$ cat src/rtl/aer_addr_encoder_if.sv
// Grant/acknowledge, address stream and status signals of the AER address encoder.
// The master modport is the encoder side; slave is the arbiter/readout side.
interface aer_addr_encoder_if #(
  parameter int N      = 16,
  parameter int ADDR_W = $clog2(N),
  parameter int CNT_W  = 16
);
  logic [N-1:0]      ao;
  logic [N-1:0]      ack;
  logic [ADDR_W-1:0] out_addr;
  logic              out_valid;
  logic              out_ready;
  logic              multi_err;
  logic              err_clr;
  logic [CNT_W-1:0]  evt_cnt;

  modport master (
    input  ao, out_ready, err_clr,
    output ack, out_addr, out_valid, multi_err, evt_cnt
  );

  modport slave (
    output ao, out_ready, err_clr,
    input  ack, out_addr, out_valid, multi_err, evt_cnt
  );
endinterface

$ cat src/rtl/aer_addr_encoder.sv
// Registered grant-to-address encoder with 4-phase acknowledge, fixed or
// round-robin priority, sticky multi-hot error flag and saturating event counter.
module aer_addr_encoder #(
  parameter int N       = 16,
  parameter int ADDR_W  = $clog2(N),
  parameter int RR_MODE = 0,
  parameter int CNT_W   = 16
) (
  input logic               clk,
  input logic               rst,
  aer_addr_encoder_if.master bus
);

  localparam int unsigned NU = N;

  typedef enum logic {IDLE, HOLD} state_t;

  state_t            r_state;
  logic [N-1:0]      r_ack;
  logic [ADDR_W-1:0] r_addr;
  logic [ADDR_W-1:0] r_sel;
  logic [ADDR_W-1:0] r_last_idx;
  logic              r_valid;
  logic              r_err;
  logic [CNT_W-1:0]  r_cnt;

  logic [ADDR_W-1:0] w_sel;
  logic [N-1:0]      w_onehot;
  logic              w_multi;
  logic              w_capture;
  logic              w_release;

  // Scans run from the far end so the nearest candidate is written last and wins.
  always_comb begin
    int unsigned idx;
    idx   = 0;
    w_sel = '0;
    if (RR_MODE == 0) begin
      for (int unsigned i = NU; i > 0; i--) begin
        idx = i - 1;
        if (bus.ao[idx[ADDR_W-1:0]]) w_sel = idx[ADDR_W-1:0];
      end
    end else begin
      for (int unsigned off = NU; off > 0; off--) begin
        idx = 32'(r_last_idx) + off;
        if (idx >= NU) idx = idx - NU;
        if (bus.ao[idx[ADDR_W-1:0]]) w_sel = idx[ADDR_W-1:0];
      end
    end
  end

  always_comb begin
    w_onehot        = '0;
    w_onehot[w_sel] = 1'b1;
  end

  assign w_multi   = |(bus.ao & (bus.ao - N'(1)));
  assign w_capture = (r_state == IDLE) && (|bus.ao) && (!r_valid || bus.out_ready);
  assign w_release = (r_state == HOLD) && !bus.ao[r_sel];

  always_ff @(posedge clk) begin
    if (rst) begin
      r_state    <= IDLE;
      r_ack      <= '0;
      r_addr     <= '0;
      r_sel      <= '0;
      r_last_idx <= ADDR_W'(N - 1);
      r_valid    <= 1'b0;
      r_err      <= 1'b0;
      r_cnt      <= '0;
    end else begin
      if (r_valid && bus.out_ready) r_valid <= 1'b0;
      if (bus.err_clr)              r_err   <= 1'b0;
      case (r_state)
        IDLE: begin
          if (w_capture) begin
            r_addr     <= w_sel;
            r_valid    <= 1'b1;
            r_ack      <= w_onehot;
            r_sel      <= w_sel;
            r_last_idx <= w_sel;
            if (r_cnt != '1) r_cnt <= r_cnt + 1'b1;
            if (w_multi)     r_err <= 1'b1;
            r_state    <= HOLD;
          end
        end
        HOLD: begin
          if (w_release) begin
            r_ack   <= '0;
            r_state <= IDLE;
          end
        end
        default: r_state <= IDLE;
      endcase
    end
  end

  assign bus.ack       = r_ack;
  assign bus.out_addr  = r_addr;
  assign bus.out_valid = r_valid;
  assign bus.multi_err = r_err;
  assign bus.evt_cnt   = r_cnt;

endmodule

$ cat src/flat_wrapper.sv
// flat-port wrapper written by rule: the top's interface ports become plain ports
module aer_addr_encoder_flat 
#(
  parameter int N       = 16,
  parameter int ADDR_W  = $clog2(N),
  parameter int RR_MODE = 0,
  parameter int CNT_W   = 16
)
  (clk, rst, bus_ao, bus_out_ready, bus_err_clr, bus_ack, bus_out_addr, bus_out_valid, bus_multi_err, bus_evt_cnt);
  aer_addr_encoder_if #(.N(N), .ADDR_W(ADDR_W), .CNT_W(CNT_W)) bus_i ();
  input logic clk;
  input logic rst;
  input wire logic [$bits(bus_i.ao)-1:0] bus_ao;
  input wire logic [$bits(bus_i.out_ready)-1:0] bus_out_ready;
  input wire logic [$bits(bus_i.err_clr)-1:0] bus_err_clr;
  output wire logic [$bits(bus_i.ack)-1:0] bus_ack;
  output wire logic [$bits(bus_i.out_addr)-1:0] bus_out_addr;
  output wire logic [$bits(bus_i.out_valid)-1:0] bus_out_valid;
  output wire logic [$bits(bus_i.multi_err)-1:0] bus_multi_err;
  output wire logic [$bits(bus_i.evt_cnt)-1:0] bus_evt_cnt;
  assign bus_i.ao = bus_ao;
  assign bus_i.out_ready = bus_out_ready;
  assign bus_i.err_clr = bus_err_clr;
  assign bus_ack = bus_i.ack;
  assign bus_out_addr = bus_i.out_addr;
  assign bus_out_valid = bus_i.out_valid;
  assign bus_multi_err = bus_i.multi_err;
  assign bus_evt_cnt = bus_i.evt_cnt;
  aer_addr_encoder #(.N(N), .ADDR_W(ADDR_W), .RR_MODE(RR_MODE), .CNT_W(CNT_W)) u_core (.clk(clk), .rst(rst), .bus(bus_i));
endmodule
$ cat config.mk
export PLATFORM = sky130hd
export DESIGN_NAME = aer_addr_encoder_flat
export DESIGN_NICKNAME = d
export VERILOG_FILES = /design/src/rtl/aer_addr_encoder_if.sv /design/src/rtl/aer_addr_encoder.sv /design/src/flat_wrapper.sv
export SDC_FILE = /design/constraint.sdc
export NUM_CORES = 1
export LEC_CHECK = 0
export ABC_AREA = 1
export BUFFER_PORTS_ARGS = -buffer_cell sky130_fd_sc_hd__clkbuf_2
export CAP_MARGIN = 10
export CORE_ASPECT_RATIO = 0.5
export CORE_MARGIN = 4
export CORE_UTILIZATION = 50
export CTS_CLUSTER_SIZE = 8
export DETAILED_ROUTE_END_ITERATION = 10
export GPL_TIMING_DRIVEN = 0
export PLACE_DENSITY = 0.87
export SYNTH_ARGS = -nofsm -noshare
export SYNTH_HDL_FRONTEND = slang
export SYNTH_SLANG_ARGS = --single-unit
$ cat constraint.sdc
create_clock -name clk -period 3.1 [get_ports clk]
set_clock_uncertainty 0.05 [all_clocks]
set_input_delay 0.155 -clock clk [delete_from_list [all_inputs] [get_ports clk]]
set_output_delay 0.155 -clock clk [all_outputs]
set_load 0.05 [all_outputs]
==> results of run 1 <==
==> Yosys cell counts, types with 2 or more instances <==
master    number
nand2_4        2
o21ai_1        5
dfxtp_1       39
buf_6          3
clkbuf_1       5
nand2_2        6
nand3_1       18
o21a_1         2
nand2_1       81
inv_2          2
inv_1         41
a21oi_1       41
nand3_2        2
nor2_2         8
a21oi_2        2
o211ai_1       4
xor2_1         4
nand4_1       13
nor2_4         3
xnor2_1        2
nor2_1        31
o21ai_0       14
nor3_1         6
==> per-stage QoR <==
| stage | hold WS (ns) | setup slack, ns | total power (W) | cells | instance area [sq um] |
|---|---|---|---|---|---|
| floorplan | 0.268 | 0.999 | 0.000777 | 348 | 2340 |
| global placement | 0.362 | 1.15 | 0.000850 | 462 | 2700 |
| detailed placement | 0.375 | 1.13 | 0.000853 | 462 | 2700 |
| CTS | 0.0707 | 1.10 | 0.00135 | 470 | 2830 |
| global route | 0.0822 | 0.942 | 0.00141 | 470 | 2830 |
| finish | 0.0757 | 1.07 | 0.00134 | 470 | 2830 |
==> state kept, by name (all words and copies together), names as in the netlist <==
signal and cells:
u_core.bus.ack 16, u_core.r_sel 4, u_core.r_state 1, u_core.bus.out_valid 1
u_core.bus.evt_cnt 16, u_core.bus.multi_err 1
==> metal layers <==
layer / share of wire / global-route usage
met1: 0.51 / 0.262
met2: 0.43 / 0.307
met3: 0.049 / 0.0505
met4: 0.0071 / 0.0505
met5: 0 / 0
==> report_power, final <==
| group | internal, W | switching, W | total [W] |
|---|---|---|---|
| clock | 0.000322 | 0.000177 | 0.000499 |
| combinational | 0.0000936 | 0.000215 | 0.000309 |
| sequential | 0.000519 | 0.0000159 | 0.000535 |
==> worst reg2reg max path, stage by stage (launching register included) <==
cell and delay [ns]:
dfxtp_1 0.42, ha_1 0.23, inv_1 0.09, nor4_4 0.30
nand3_2 0.18, o21ai_4 0.33, nor2_4 0.07, nand4_1 0.10
nand2_1 0.06, inv_1 0.05, nor2_1 0.03
==> cells by family (layout without fill, tap and decap cells) <==
family	Yosys count	count (layout)	share of synthesized area
adders and majority gates	1	1	0.00534
buffers and inverters	54	119	0.104
AOI/OAI and AO/OA	72	72	0.171
and+or+nand+nor	176	176	0.364
DFF	39	39	0.333
xor gates and xnor gates	6	6	0.0224
==> cell type report <==
class | instances | area (sq um) | area share
Tap cell | 57 | 71.3 | 0.0252
Clock buffer | 6 | 72.6 | 0.0256
Timing Repair Buffer | 57 | 285 | 0.101
Sequential cell | 39 | 781 | 0.275
Buffer | 10 | 72.6 | 0.0256
Inverter | 44 | 170 | 0.0600
Multi-Input combinational cell | 255 | 1320 | 0.466
Clock inverter | 2 | 60.1 | 0.0212
==> worst max-delay path by stage <==
stage,endpoint,slack (ns),cells past startpoint
6_report,u_core.bus.evt_cnt[14]$_SDFFE_PP0P_,1.07,10
2_1_floorplan,u_core.bus.evt_cnt[8]$_SDFFE_PP0P_,1.0,10
3_3_place_gp,u_core.bus.evt_cnt[14]$_SDFFE_PP0P_,1.15,10
3_5_place_dp,u_core.bus.evt_cnt[14]$_SDFFE_PP0P_,1.13,10
5_1_grt,u_core.bus.evt_cnt[14]$_SDFFE_PP0P_,0.94,10
4_1_cts,u_core.bus.evt_cnt[14]$_SDFFE_PP0P_,1.10,10
==> impl_metrics.json, run 1 <==
{
  "cts_tree": "done",
  "slowest_stage": "dfxtp_1",
  "syn-cell-area_sq_um": 2340,
  "clk_pin_slew_ns": 0.08,
  "critPathMaxStageDelay_ns": 0.42,
  "globalplace.congestion": 0.918,
  "placementRows": 17,
  "tns_ns": 0,
  "syn_avg_cell_area_sq_um": 6.74,
  "antenna_found_initial": 0,
  "gr-total-overflow": 0,
  "grt_pass1_wl_um": 9440,
  "nNetsFinal": 433,
  "final_cell_mix": "nand2_1, clkbuf_2, a21oi_1, inv_1, dfxtp_1",
  "crit_buf_inv": 2,
  "die_h_um": 56.4,
  "power.density_nw_per_um2": 474,
  "cts_made_buffers": 5,
  "grt_pass1_vias": 2087,
  "r2r_end": "u_core.bus.evt_cnt[14]$_SDFFE_PP0P_",
  "fmax_ghz": 0.492,
  "synthCells": 348,
  "yosys_warnings": 0,
  "outcome": "finished, final reports clean",
  "hold_path_end": "u_core.bus.multi_err$_SDFF_PP0_",
  "dr.pass1.iters": 4,
  "syn_nets": 369,
  "critical_path.top_delay_family": "simple AND/OR/NAND/NOR gates",
  "cts-root-buf": "clkbuf_8",
  "ys_ff_latch": 39,
  "cts.sink_count": 39,
  "synth_area_leader_cell": "dfxtp_1",
  "htreeDepth": 2,
  "synth_top_area_frac": 0.333,
  "hold_viol": 0,
  "ys_seq_area_frac": 0.333,
  "via_per_inst": 5.16,
  "yosys_most_used_dff": "dfxtp_1",
  "finish.utilization": 0.634,
  "syn_to_final_growth_pct": 20.9,
  "die_area_sq_um": 5920,
  "reg2regPathDepth": 10,
  "cp-start-kind": "flop",
  "drc_errors": 0,
  "final_common_cell": "nand2_1",
  "worstPathMaxFanout": 10,
  "dp_hpwl_um": 4380,
  "wire_per_inst_um": 12.0,
  "fin_crit_ns": 2.03,
  "min_from": "bus_err_clr",
  "arrival_ns": 2.17,
  "coreArea_sq_um": 4470,
  "slew_headroom": 0.640,
  "max-cap-violations": 0,
  "grt_usage": 0.194,
  "grt_max_degree": 13,
  "period_share": 0.655,
  "num_vias": 2424,
  "rsz0062_at_grt": "false",
  "cp-end-kind": "flop",
  "start_util": 0.525,
  "pin_count": 58,
  "ctsHoldBuffers": 0,
  "ctsResizeCount": 0,
  "synth_edf_count": 0,
  "slew_violations": 0,
  "drtAntennaViolNets": 0,
  "p_leak_nw": 1.20,
  "post-cts-setup-buffers": 0,
  "hold_depth": 4,
  "portBuffers": 57,
  "num-fill-cells": 439,
  "synth_area_leaders": "dfxtp_1, nand2_1, a21oi_1, inv_1, nor2_1",
  "wl_um": 5620,
  "worst_pin_slew_ns": 0.536,
  "rrSetupSlack_ns": 1.07,
  "path_cells": "ha_1, inv_1, nor4_4, nand3_2, o21ai_4, nor2_4, nand4_1, nand2_1, inv_1, nor2_1",
  "hold_class": "in2reg",
  "diodes": 0,
  "ctsLongestPathBuffers": 2,
  "ir_drop_uv": 292,
  "ys_async_sr_fraction": 0,
  "ys_types": 37,
  "drive_above_1_share": 0.237,
  "clkLatencyLatePin_ns": 0.30,
  "drtIter0Drc": 84,
  "setup_viol": 0,
  "crit_path_start": "u_core.bus.evt_cnt[0]$_SDFFE_PP0P_",
  "reg2reg_from": "u_core.bus.evt_cnt[0]$_SDFFE_PP0P_",
  "die_w_um": 105,
  "path_common_cell": "inv_1",
  "required_ns": 3.24,
  "crit_type": "reg2reg"
}
(Power assumes the default switching activity.)
==> inputs of run 2 (changes only) <==
CORE_UTILIZATION = 48   (was 50)
clock period = 1.8 ns   (was 3.1 ns; I/O delays follow)
==> run 2 against run 1 <==
  * Power grew 58%
  * Worst hold slack lost 0.065 ns
  * First-iteration DRC count grew 87%
  * Worst setup slack lost 0.98 ns
  * Die area grew 3.7%
  * Critical endpoint is now u_core.bus.evt_cnt[5]$_SDFFE_PP0P_
  * Sequential share of layout area shrank 0.12 points
  * Global-route usage shrank 0.067 points
  * Clock power grew 20%
  * Routed wire length grew 5.7%
  * Highest routed layer unchanged
  * Critical path depth is the same
  * Final cell count grew 3.8%
  * Combinational power grew 88%
==> impl_metrics.json, run 2 (synthesized netlist as in run 1, its figures left out) <==
{
  "syn_to_final_growth_pct": 25.7,
  "worstPathMaxFanout": 5,
  "globalplace.congestion": 0.892,
  "cts_tree": "done",
  "power_w": 0.00212,
  "grt_usage": 0.193,
  "outcome": "finished, final reports clean",
  "met1_usage": 0.280,
  "max-cap-violations": 0,
  "cp-start-kind": "flop",
  "nNetsFinal": 442,
  "via_per_inst": 5.10,
  "clkLatencyLatePin_ns": 0.30,
  "hold_viol": 0,
  "placementRows": 17,
  "diodes": 0,
  "slew_violations": 0,
  "use_met3": 0.0384,
  "grt_pass1_wl_um": 9800,
  "wl_um": 5940,
  "dr.pass1.iters": 5,
  "final_common_cell": "nand2_1",
  "wire_per_inst_um": 12.2,
  "required_ns": 1.97,
  "hold_class": "in2reg",
  "gr-total-overflow": 0,
  "rsz0062_at_grt": "true",
  "power.density_nw_per_um2": 718,
  "drtIter0Drc": 157,
  "worst_pin_slew_ns": 0.565,
  "cts.sink_count": 39,
  "top_usage_layer": "met2",
  "start_util": 0.515,
  "crit_type": "reg2reg",
  "period_share": 0.950,
  "finish.utilization": 0.647,
  "ctsLongestPathBuffers": 2,
  "final_cell_mix": "nand2_1, clkbuf_2, a21oi_1, inv_1, nor2_1",
  "drive_above_1_share": 0.301,
  "portBuffers": 57,
  "die_area_sq_um": 6130,
  "grt_max_degree": 14,
  "drc_errors": 0,
  "cts-root-buf": "clkbuf_8",
  "p_leak_nw": 1.24,
  "arrival_ns": 1.88,
  "ir_drop_uv": 476,
  "clk_pin_slew_ns": 0.08,
  "coreArea_sq_um": 4550,
  "fmax_ghz": 0.585,
  "num_vias": 2491,
  "grt_pass1_vias": 2144,
  "antenna_found_initial": 0,
  "fin_crit_ns": 1.71,
  "cp-end-kind": "flop",
  "drtAntennaViolNets": 0,
  "setup_viol": 0,
  "grtUsageMet2": 0.291,
  "die_h_um": 57.4,
  "dp_hpwl_um": 4400,
  "cts_made_buffers": 5,
  "pin_count": 58,
  "htreeDepth": 2,
  "slew_headroom": 0.623,
  "die_w_um": 107
}
==> run 2: repair_timing <==
| action | 4_1_cts | 5_1_grt |
|---|---|---|
| endpoints found under the setup margin | 13 | 31 |
| pin swaps | 3 | 5 |
| gates resized for setup | 0 | 16 |
| endpoints found under the hold margin | 1 | 0 |
| cloned | 0 | 2 |
| buffers inserted | 4 | 4 |
| hold buffers | 1 | 0 |
==> run 2: area by class of cell <==
type | instances | area [sq um]
clock buffer | 5 | 68.8
tap | 66 | 82.6
buffer | 8 | 63.8
sequential | 39 | 808
timing repair buffer | 68 | 372
multi-input combinational | 255 | 1360
fill | 417 | 1610
inverter | 44 | 170
clock inverter | 3 | 18.8
==> run 2: worst max-delay path, cell delays in order (launching register included) <==
cell and delay, ns:
dfxtp_4 0.39, ha_4 0.15, inv_2 0.05, nor4_4 0.18, nand3_2 0.20, nor2_4 0.13
nor2_2 0.06, buf_6 0.13, nand4_1 0.10, o21ai_1 0.07, a21oi_1 0.13
==> run 2: final timing paths <==
check | from | to | slack, ns | cells past startpoint
max | u_core.bus.evt_cnt[0]$_SDFFE_PP0P_ | u_core.bus.evt_cnt[5]$_SDFFE_PP0P_ | 0.09 | 10
min | rst | u_core.bus.evt_cnt[0]$_SDFFE_PP0P_ | 0.01 | 4
max reg2reg | u_core.bus.evt_cnt[0]$_SDFFE_PP0P_ | u_core.bus.evt_cnt[5]$_SDFFE_PP0P_ | 0.09 | 10
min reg2reg | u_core.bus.ack[11]$_SDFFE_PP0P_ | u_core.bus.ack[11]$_SDFFE_PP0P_ | 0.42 | 2
==> run 2: per-layer routing <==
| layer | up-vias | wire [um] |
|---|---|---|
| li1 | 1292 | - |
| met1 | 1110 | 2950 |
| met2 | 82 | 2590 |
| met3 | 7 | 345 |
| met4 | 0 | 58 |
| met5 | - | 0 |
==> run 2: power by group <==
group / total [W] / switching, W / internal (W) / leakage (nW)
registers: 0.000938 / 0.0000412 / 0.000897 / 0.323
logic: 0.000581 / 0.000380 / 0.000201 / 0.867
clock network: 0.000597 / 0.000327 / 0.000271 / 0.0445
==> run 2: per-stage QoR <==
step                      instance area, sq um  hold WS [ns]  cells  setup TNS [ns]  worst slack (ns)
final                                     2950        0.0107    488               0            0.0895
after global routing                      2950        0.0333    488         -0.0354           -0.0223
after detailed placement                  2730         0.305    471          -0.161           -0.0724
after floorplan                           2360         0.199    348               0          0.000802
after CTS                                 2860       0.00453    484               0           0.00211
after global placement                    2730         0.294    471          -0.192           -0.0675
